===== config.mk =====
export PLATFORM = sky130hd
export DESIGN_NAME = fetch_unit_flat
export DESIGN_NICKNAME = d
export VERILOG_FILES = /design/src/rtl/fetch_unit_if.sv /design/src/rtl/fetch_unit.sv /design/src/flat_wrapper.sv
export SDC_FILE = /design/constraint.sdc
export NUM_CORES = 1
export LEC_CHECK = 0
export ABC_CLOCK_PERIOD_IN_PS = 2700
export BUFFER_PORTS_ARGS = -buffer_cell sky130_fd_sc_hd__buf_2
export CELL_PAD_IN_SITES_DETAIL_PLACEMENT = 1
export CELL_PAD_IN_SITES_GLOBAL_PLACEMENT = 2
export CORE_MARGIN = 2
export CORE_UTILIZATION = 33
export CTS_CLUSTER_SIZE = 25
export DETAILED_ROUTE_END_ITERATION = 7
export HOLD_SLACK_MARGIN = 0.08
export PLACE_DENSITY_LB_ADDON = 0.1
export SLEW_MARGIN = 25
export SYNTH_ARGS = -nofsm -noshare
export SYNTH_HDL_FRONTEND = slang
export SYNTH_SLANG_ARGS = --single-unit

===== constraint.sdc =====
create_clock -name clk -period 2.7 [get_ports clk]
set_clock_uncertainty 0.2 [all_clocks]
set_input_delay 0.135 -clock clk [delete_from_list [all_inputs] [get_ports clk]]
set_output_delay 0.135 -clock clk [all_outputs]
set_load 0.02 [all_outputs]

===== src/rtl/fetch_unit_if.sv =====
// Instruction-memory bus between the fetch unit and the instruction memory.
//   imem_req   fetch side -> memory  request strobe
//   imem_addr  fetch side -> memory  word-aligned fetch address
//   imem_ack   memory -> fetch side  response strobe, imem_data valid same cycle
//   imem_data  memory -> fetch side  fetched instruction word
interface fetch_unit_if;
  logic        imem_req;
  logic [31:0] imem_addr;
  logic        imem_ack;
  logic [31:0] imem_data;

  modport master (
    output imem_req,
    output imem_addr,
    input  imem_ack,
    input  imem_data
  );

  modport slave (
    input  imem_req,
    input  imem_addr,
    output imem_ack,
    output imem_data
  );
endinterface


===== src/rtl/fetch_unit.sv =====
// Instruction fetch stage with IF/ID pipeline register.
// Issues word-aligned fetches to instruction memory, tolerates any number of
// wait cycles, buffers one response while the pipeline is stalled and drains
// an in-flight request after a redirect so its data never reaches IF/ID.
// Ports:
//   clk, rst        clock, synchronous active-high reset
//   en_i            IF/ID advance enable (0 = downstream stall)
//   redirect_i      taken jump/branch: refetch from redirect_pc_i
//   redirect_pc_i   redirect target (low two bits ignored)
//   imem            instruction-memory bus (master side)
//   id_inst_o       IF/ID instruction
//   id_pc_o         IF/ID address of id_inst_o
//   id_pc4_o        IF/ID id_pc_o + 4
//   id_valid_o      IF/ID holds a real instruction
module fetch_unit #(
  parameter logic [31:0] RESET_PC = 32'h0000_0000
) (
  input  logic        clk,
  input  logic        rst,
  input  logic        en_i,
  input  logic        redirect_i,
  input  logic [31:0] redirect_pc_i,
  fetch_unit_if.master imem,
  output logic [31:0] id_inst_o,
  output logic [31:0] id_pc_o,
  output logic [31:0] id_pc4_o,
  output logic        id_valid_o
);

  typedef enum logic [1:0] {
    FETCH = 2'd0,
    HOLD  = 2'd1,
    DRAIN = 2'd2
  } state_t;

  localparam logic [31:0] ALIGN_MASK = 32'hFFFF_FFFC;

  state_t      state_q, state_d;
  logic [31:0] pc_q, pc_d;
  logic [31:0] drain_addr_q, drain_addr_d;
  logic [31:0] hbuf_inst_q, hbuf_inst_d;
  logic [31:0] hbuf_pc_q, hbuf_pc_d;
  logic [31:0] id_inst_q, id_inst_d;
  logic [31:0] id_pc_q, id_pc_d;
  logic [31:0] id_pc4_q, id_pc4_d;
  logic        id_valid_q, id_valid_d;

  logic [31:0] redir_pc;
  logic [31:0] pc_plus4;
  logic [31:0] hbuf_pc_plus4;

  assign redir_pc      = redirect_pc_i & ALIGN_MASK;
  assign pc_plus4      = pc_q + 32'd4;
  assign hbuf_pc_plus4 = hbuf_pc_q + 32'd4;

  // Request is suppressed during reset so an abandoned access is not re-issued.
  assign imem.imem_req  = !rst && (state_q != HOLD);
  assign imem.imem_addr = (state_q == DRAIN) ? drain_addr_q : pc_q;

  always_comb begin
    state_d      = state_q;
    pc_d         = pc_q;
    drain_addr_d = drain_addr_q;
    hbuf_inst_d  = hbuf_inst_q;
    hbuf_pc_d    = hbuf_pc_q;
    id_inst_d    = id_inst_q;
    id_pc_d      = id_pc_q;
    id_pc4_d     = id_pc4_q;
    id_valid_d   = id_valid_q;

    unique case (state_q)
      FETCH: begin
        if (redirect_i) begin
          pc_d       = redir_pc;
          id_valid_d = 1'b0;
          // An unanswered request must keep its address until acked, so
          // park it in drain_addr while pc moves to the new target.
          if (!imem.imem_ack) begin
            drain_addr_d = pc_q;
            state_d      = DRAIN;
          end
        end else if (imem.imem_ack) begin
          pc_d = pc_plus4;
          if (en_i) begin
            id_inst_d  = imem.imem_data;
            id_pc_d    = pc_q;
            id_pc4_d   = pc_plus4;
            id_valid_d = 1'b1;
          end else begin
            hbuf_inst_d = imem.imem_data;
            hbuf_pc_d   = pc_q;
            state_d     = HOLD;
          end
        end else if (en_i) begin
          id_valid_d = 1'b0;
        end
      end

      HOLD: begin
        if (redirect_i) begin
          pc_d        = redir_pc;
          id_valid_d  = 1'b0;
          hbuf_inst_d = '0;
          hbuf_pc_d   = '0;
          state_d     = FETCH;
        end else if (en_i) begin
          id_inst_d  = hbuf_inst_q;
          id_pc_d    = hbuf_pc_q;
          id_pc4_d   = hbuf_pc_plus4;
          id_valid_d = 1'b1;
          state_d    = FETCH;
        end
      end

      DRAIN: begin
        if (redirect_i) begin
          pc_d       = redir_pc;
          id_valid_d = 1'b0;
        end else if (en_i) begin
          id_valid_d = 1'b0;
        end
        if (imem.imem_ack) begin
          state_d = FETCH;
        end
      end

      default: begin
        state_d = FETCH;
      end
    endcase
  end

  always_ff @(posedge clk) begin
    if (rst) begin
      state_q      <= FETCH;
      pc_q         <= RESET_PC & ALIGN_MASK;
      drain_addr_q <= '0;
      hbuf_inst_q  <= '0;
      hbuf_pc_q    <= '0;
      id_inst_q    <= '0;
      id_pc_q      <= '0;
      id_pc4_q     <= '0;
      id_valid_q   <= 1'b0;
    end else begin
      state_q      <= state_d;
      pc_q         <= pc_d;
      drain_addr_q <= drain_addr_d;
      hbuf_inst_q  <= hbuf_inst_d;
      hbuf_pc_q    <= hbuf_pc_d;
      id_inst_q    <= id_inst_d;
      id_pc_q      <= id_pc_d;
      id_pc4_q     <= id_pc4_d;
      id_valid_q   <= id_valid_d;
    end
  end

  assign id_inst_o  = id_inst_q;
  assign id_pc_o    = id_pc_q;
  assign id_pc4_o   = id_pc4_q;
  assign id_valid_o = id_valid_q;

endmodule


===== src/flat_wrapper.sv =====
// flat-port wrapper written by rule: the top's interface ports become plain ports
module fetch_unit_flat 
#(
  parameter logic [31:0] RESET_PC = 32'h0000_0000
)
  (clk, rst, en_i, redirect_i, redirect_pc_i, id_inst_o, id_pc_o, id_pc4_o, id_valid_o, imem_imem_req, imem_imem_addr, imem_imem_ack, imem_imem_data);
  fetch_unit_if imem_i ();
  input  logic clk;
  input  logic rst;
  input  logic en_i;
  input  logic redirect_i;
  input  logic [31:0] redirect_pc_i;
  output logic [31:0] id_inst_o;
  output logic [31:0] id_pc_o;
  output logic [31:0] id_pc4_o;
  output logic id_valid_o;
  output wire logic [$bits(imem_i.imem_req)-1:0] imem_imem_req;
  output wire logic [$bits(imem_i.imem_addr)-1:0] imem_imem_addr;
  input wire logic [$bits(imem_i.imem_ack)-1:0] imem_imem_ack;
  input wire logic [$bits(imem_i.imem_data)-1:0] imem_imem_data;
  assign imem_imem_req = imem_i.imem_req;
  assign imem_imem_addr = imem_i.imem_addr;
  assign imem_i.imem_ack = imem_imem_ack;
  assign imem_i.imem_data = imem_imem_data;
  fetch_unit #(.RESET_PC(RESET_PC)) u_core (.clk(clk), .rst(rst), .en_i(en_i), .redirect_i(redirect_i), .redirect_pc_i(redirect_pc_i), .imem(imem_i), .id_inst_o(id_inst_o), .id_pc_o(id_pc_o), .id_pc4_o(id_pc4_o), .id_valid_o(id_valid_o));
endmodule

==> metrics.csv <==
metric,value,unit
Worst-Skew Late Latency,0.53,ns
Initial Util,33.4,%
Sum Neg Setup Slack,0,ns
Synth Flop Type,dfxtp_1,
worst min path class,primary input to register,
clk buf depth,3,
leading post-synthesis cells by cell area,"dfxtp_1 (40%), nand2_1 (6.7%), mux2i_1 (6.6%)",
Worst IR Drop VDD,0.000389,V
startpoint types,register,
vias per cell,5.22,
worst hold endpoint,u_core.pc_q[3]$_SDFFE_PP0P_,
Yosys top cell by area,dfxtp_1,
Final HPWL DP,26800,µm
worst slack at placement,0.139,ns
DRC violations left,0,
Post-synth EDFFs,0,
Area growth syn-to-layout,28.8,%
Die Wd,185,µm
Max Freq,0.395,GHz
initial antenna violation count,0,
post-synth top area share,40.5,%
number of global-route vias before repair,10700,
final slew viol count,0,
Placer Congestion,0.840,
Crit path required time,2.91,ns
PortBufs,194,
clock share of power,39.9,%
io pins,199,
r2r startpoint,u_core.pc_q[2]$_SDFFE_PP0P_,
CTS Root Cell,clkbuf_16,
"reg-to-reg slack, setup",0.17,ns
FF-to-FF path depth,8,
total die area,34300,µm²
post-synth cell types,73,
Cells on Worst Hold Path,4,
TritonCTS clock tree,built,
CP Capture Type,register,
Ys Warns,0,
internal power,6.00,mW
Starting DRT DRC Count,444,
# clock sinks,219,
DRT Pass-1 Iters,4,
RR Endpoint,u_core.id_pc4_o[28]$_SDFFE_PP0P_,
Comb pwr share,18.5,%
part of the power in registers,41.5,%
CP max FO,5,
Die Height,185,µm
endpoints failing setup,0,
total number of vias,10600,
pin count of the biggest net entering global routing,133,
RSZ-0062 raised after global routing,false,
WL final,38800,µm
diode count,0,
ANT nets after route,0,
"Seq/Total Area, Yosys",40.5,%
fin crit share,93.8,%
fin nets,1641,
Worst slew margin,48.9,%
# rows,66,
final setup margin,0.166,ns
Leak,5.24,nW
Tot GR Track Use,22.2,%
PwrDens,612,nW/µm²
core area,32500,µm²
ys async rst share,0,%
Seq cells post-synth,219,
first-pass GRT wire length,59800,µm
Worst Hold Launch,redirect_pc_i[3],
slew at the pin closest to its max-slew limit,0.766,ns
synthesized cell area,10800,µm²
fraction of layout cells with a size suffix above 1,22.6,%
Psw,2.53,mW
final hold vios,0,
drt wl/cell,19.2,µm
minimum clock period,2.53,ns
max_cap viols,0,
Mean Syn Cell Area,8.12,µm²
cts bufs inserted,27,
total gr overflow,0,
"Data arrival, critical path",2.75,ns
Gate Count Post-Synth,1334,
worst setup path category,register to register,
status,"finished, final reports clean",
Net Sw Frac,29.7,%
htree depth,1,
clock-pin slew on the worst setup and hold paths,0.06,ns
[routing by layer]
metal	part of all wire [%]	wire [µm]	up-vias	track usage, %
met2	49	19100	184	39.1
li1	-	-	5196	-
met4	2.4	915	0	5.68
met3	3.1	1210	44	2.52
met5	0	0	-	0
met1	45	17600	5130	28.8
[cell usage in the layout, fill, tap and decap left out, drive strengths merged, types with 20 or more instances in the layout]
cell	instances
a21oi	123
mux2i	71
dfxtp	219
nand3	81
inv	20
nor3	23
nand4	22
dlygate4sd3	67
nor2	118
clkbuf	38
o21ai	41
buf	269
xnor2	28
nand2	193
mux2	20
a211oi	66
[logic make-up after synthesis]
| family | after synthesis | share of synthesized area, % |
|---|---|---|
| buf+inv | 154 | 6.07 |
| simple gates | 509 | 22.0 |
| fa+ha+maj | 6 | 0.693 |
| other cells | 1 | 0.0346 |
| flops | 219 | 40.5 |
| xor+xnor | 38 | 3.14 |
| mux | 91 | 8.64 |
| compound gates | 316 | 18.9 |
[worst max-delay path, stage by stage, from the launching register on]
cell and delay, ns:
dfxtp_1 0.34, ha_1 0.24, nand3_1 0.18, buf_4 0.20, nor2_1 0.36, buf_4 0.23, nand4_1 0.19, xnor2_1 0.19
a221o_1 0.29
[flip-flops by register name (all words and copies together) (netlist names)]
register             flops
u_core.id_pc_o          30
u_core.pc_q             30
u_core.id_pc4_o         31
u_core.id_inst_o        32
u_core.state_q           2
u_core.hbuf_inst_q      32
u_core.id_valid_o        1
u_core.drain_addr_q     30
u_core.hbuf_pc_q        31
[stage by stage]
step / power, mW / instances / hold slack, ns / area [µm²] / util, %
2_1_floorplan: 4.53 / 1335 / 0.0975 / 10800 / -
3_3_place_gp: 5.11 / 1908 / 0.212 / 12400 / 38.3
3_5_place_dp: 5.14 / 1908 / 0.222 / 12400 / 38.3
4_1_cts: 8.67 / 2018 / 0.208 / 13900 / 42.9
5_1_grt: 8.92 / 2022 / 0.246 / 13900 / 43.0
6_report: 8.53 / 2022 / 0.232 / 13900 / 43.0
[synth_stat cells (4+ instances only)]
cell	number
o211ai_1	7
mux2_2	20
nand2_1	192
a22oi_1	7
buf_4	8
a31oi_1	5
nor2_1	118
o32ai_1	8
xor2_1	10
o21ai_0	39
ha_1	6
nor4_1	13
nor3b_1	7
nand3_1	79
o31a_1	4
buf_2	18
xnor2_1	27
inv_1	19
or3_1	9
or4_1	8
a311oi_1	4
a211oi_1	66
and3_1	6
mux2i_1	71
a221o_1	8
a32o_1	7
clkbuf_1	101
dfxtp_1	219
nand4_1	19
and2_1	9
nor3_1	23
o31ai_1	6
a21oi_1	123
a22o_1	6
[how the worst max path moves through the flow]
stage,start,endpoint,slack [ns],cells after the start
after floorplan,u_core.pc_q[3]$_SDFFE_PP0P_,u_core.id_pc4_o[20]$_SDFFE_PP0P_,0.31,7
after global placement,u_core.state_q[1]$_SDFFE_PP0P_,u_core.id_pc4_o[17]$_SDFFE_PP0P_,0.15,7
after detailed placement,u_core.state_q[1]$_SDFFE_PP0P_,u_core.id_pc4_o[17]$_SDFFE_PP0P_,0.14,7
after CTS,u_core.state_q[1]$_SDFFE_PP0P_,u_core.id_pc4_o[17]$_SDFFE_PP0P_,0.09,7
after global routing,u_core.state_q[1]$_SDFFE_PP0P_,u_core.id_pc4_o[21]$_SDFFE_PP0P_,0.02,7
final,u_core.pc_q[2]$_SDFFE_PP0P_,u_core.id_pc4_o[28]$_SDFFE_PP0P_,0.17,8
[power groups by stage]
stage                     clock (mW)  sequential [mW]  combinational [mW]
after floorplan                    0             3.63               0.900
after global placement             0             3.61                1.50
after detailed placement           0             3.62                1.52
after CTS                       3.51             3.55                1.60
after global routing            3.62             3.57                1.73
final                           3.41             3.54                1.58
[cell type report]
type | count | area, µm²
Clock buffer | 38 | 787
Clock inverter | 5 | 25.0
Fill cell | 3900 | 18500
Inverter | 20 | 75.1
Multi-Input combinational cell | 962 | 5850
Sequential cell | 219 | 4380
Tap cell | 442 | 553
Timing Repair Buffer | 336 | 2270
[repair_timing]
action                                 4_1_cts  5_1_grt
setup buffers                                0        4
resized for setup                            0        0
endpoints found under the hold margin      108        0
setup endpoints to repair                    0        2
hold buffers                                67        0
No activity file was read; power rests on OpenSTA's default activity.
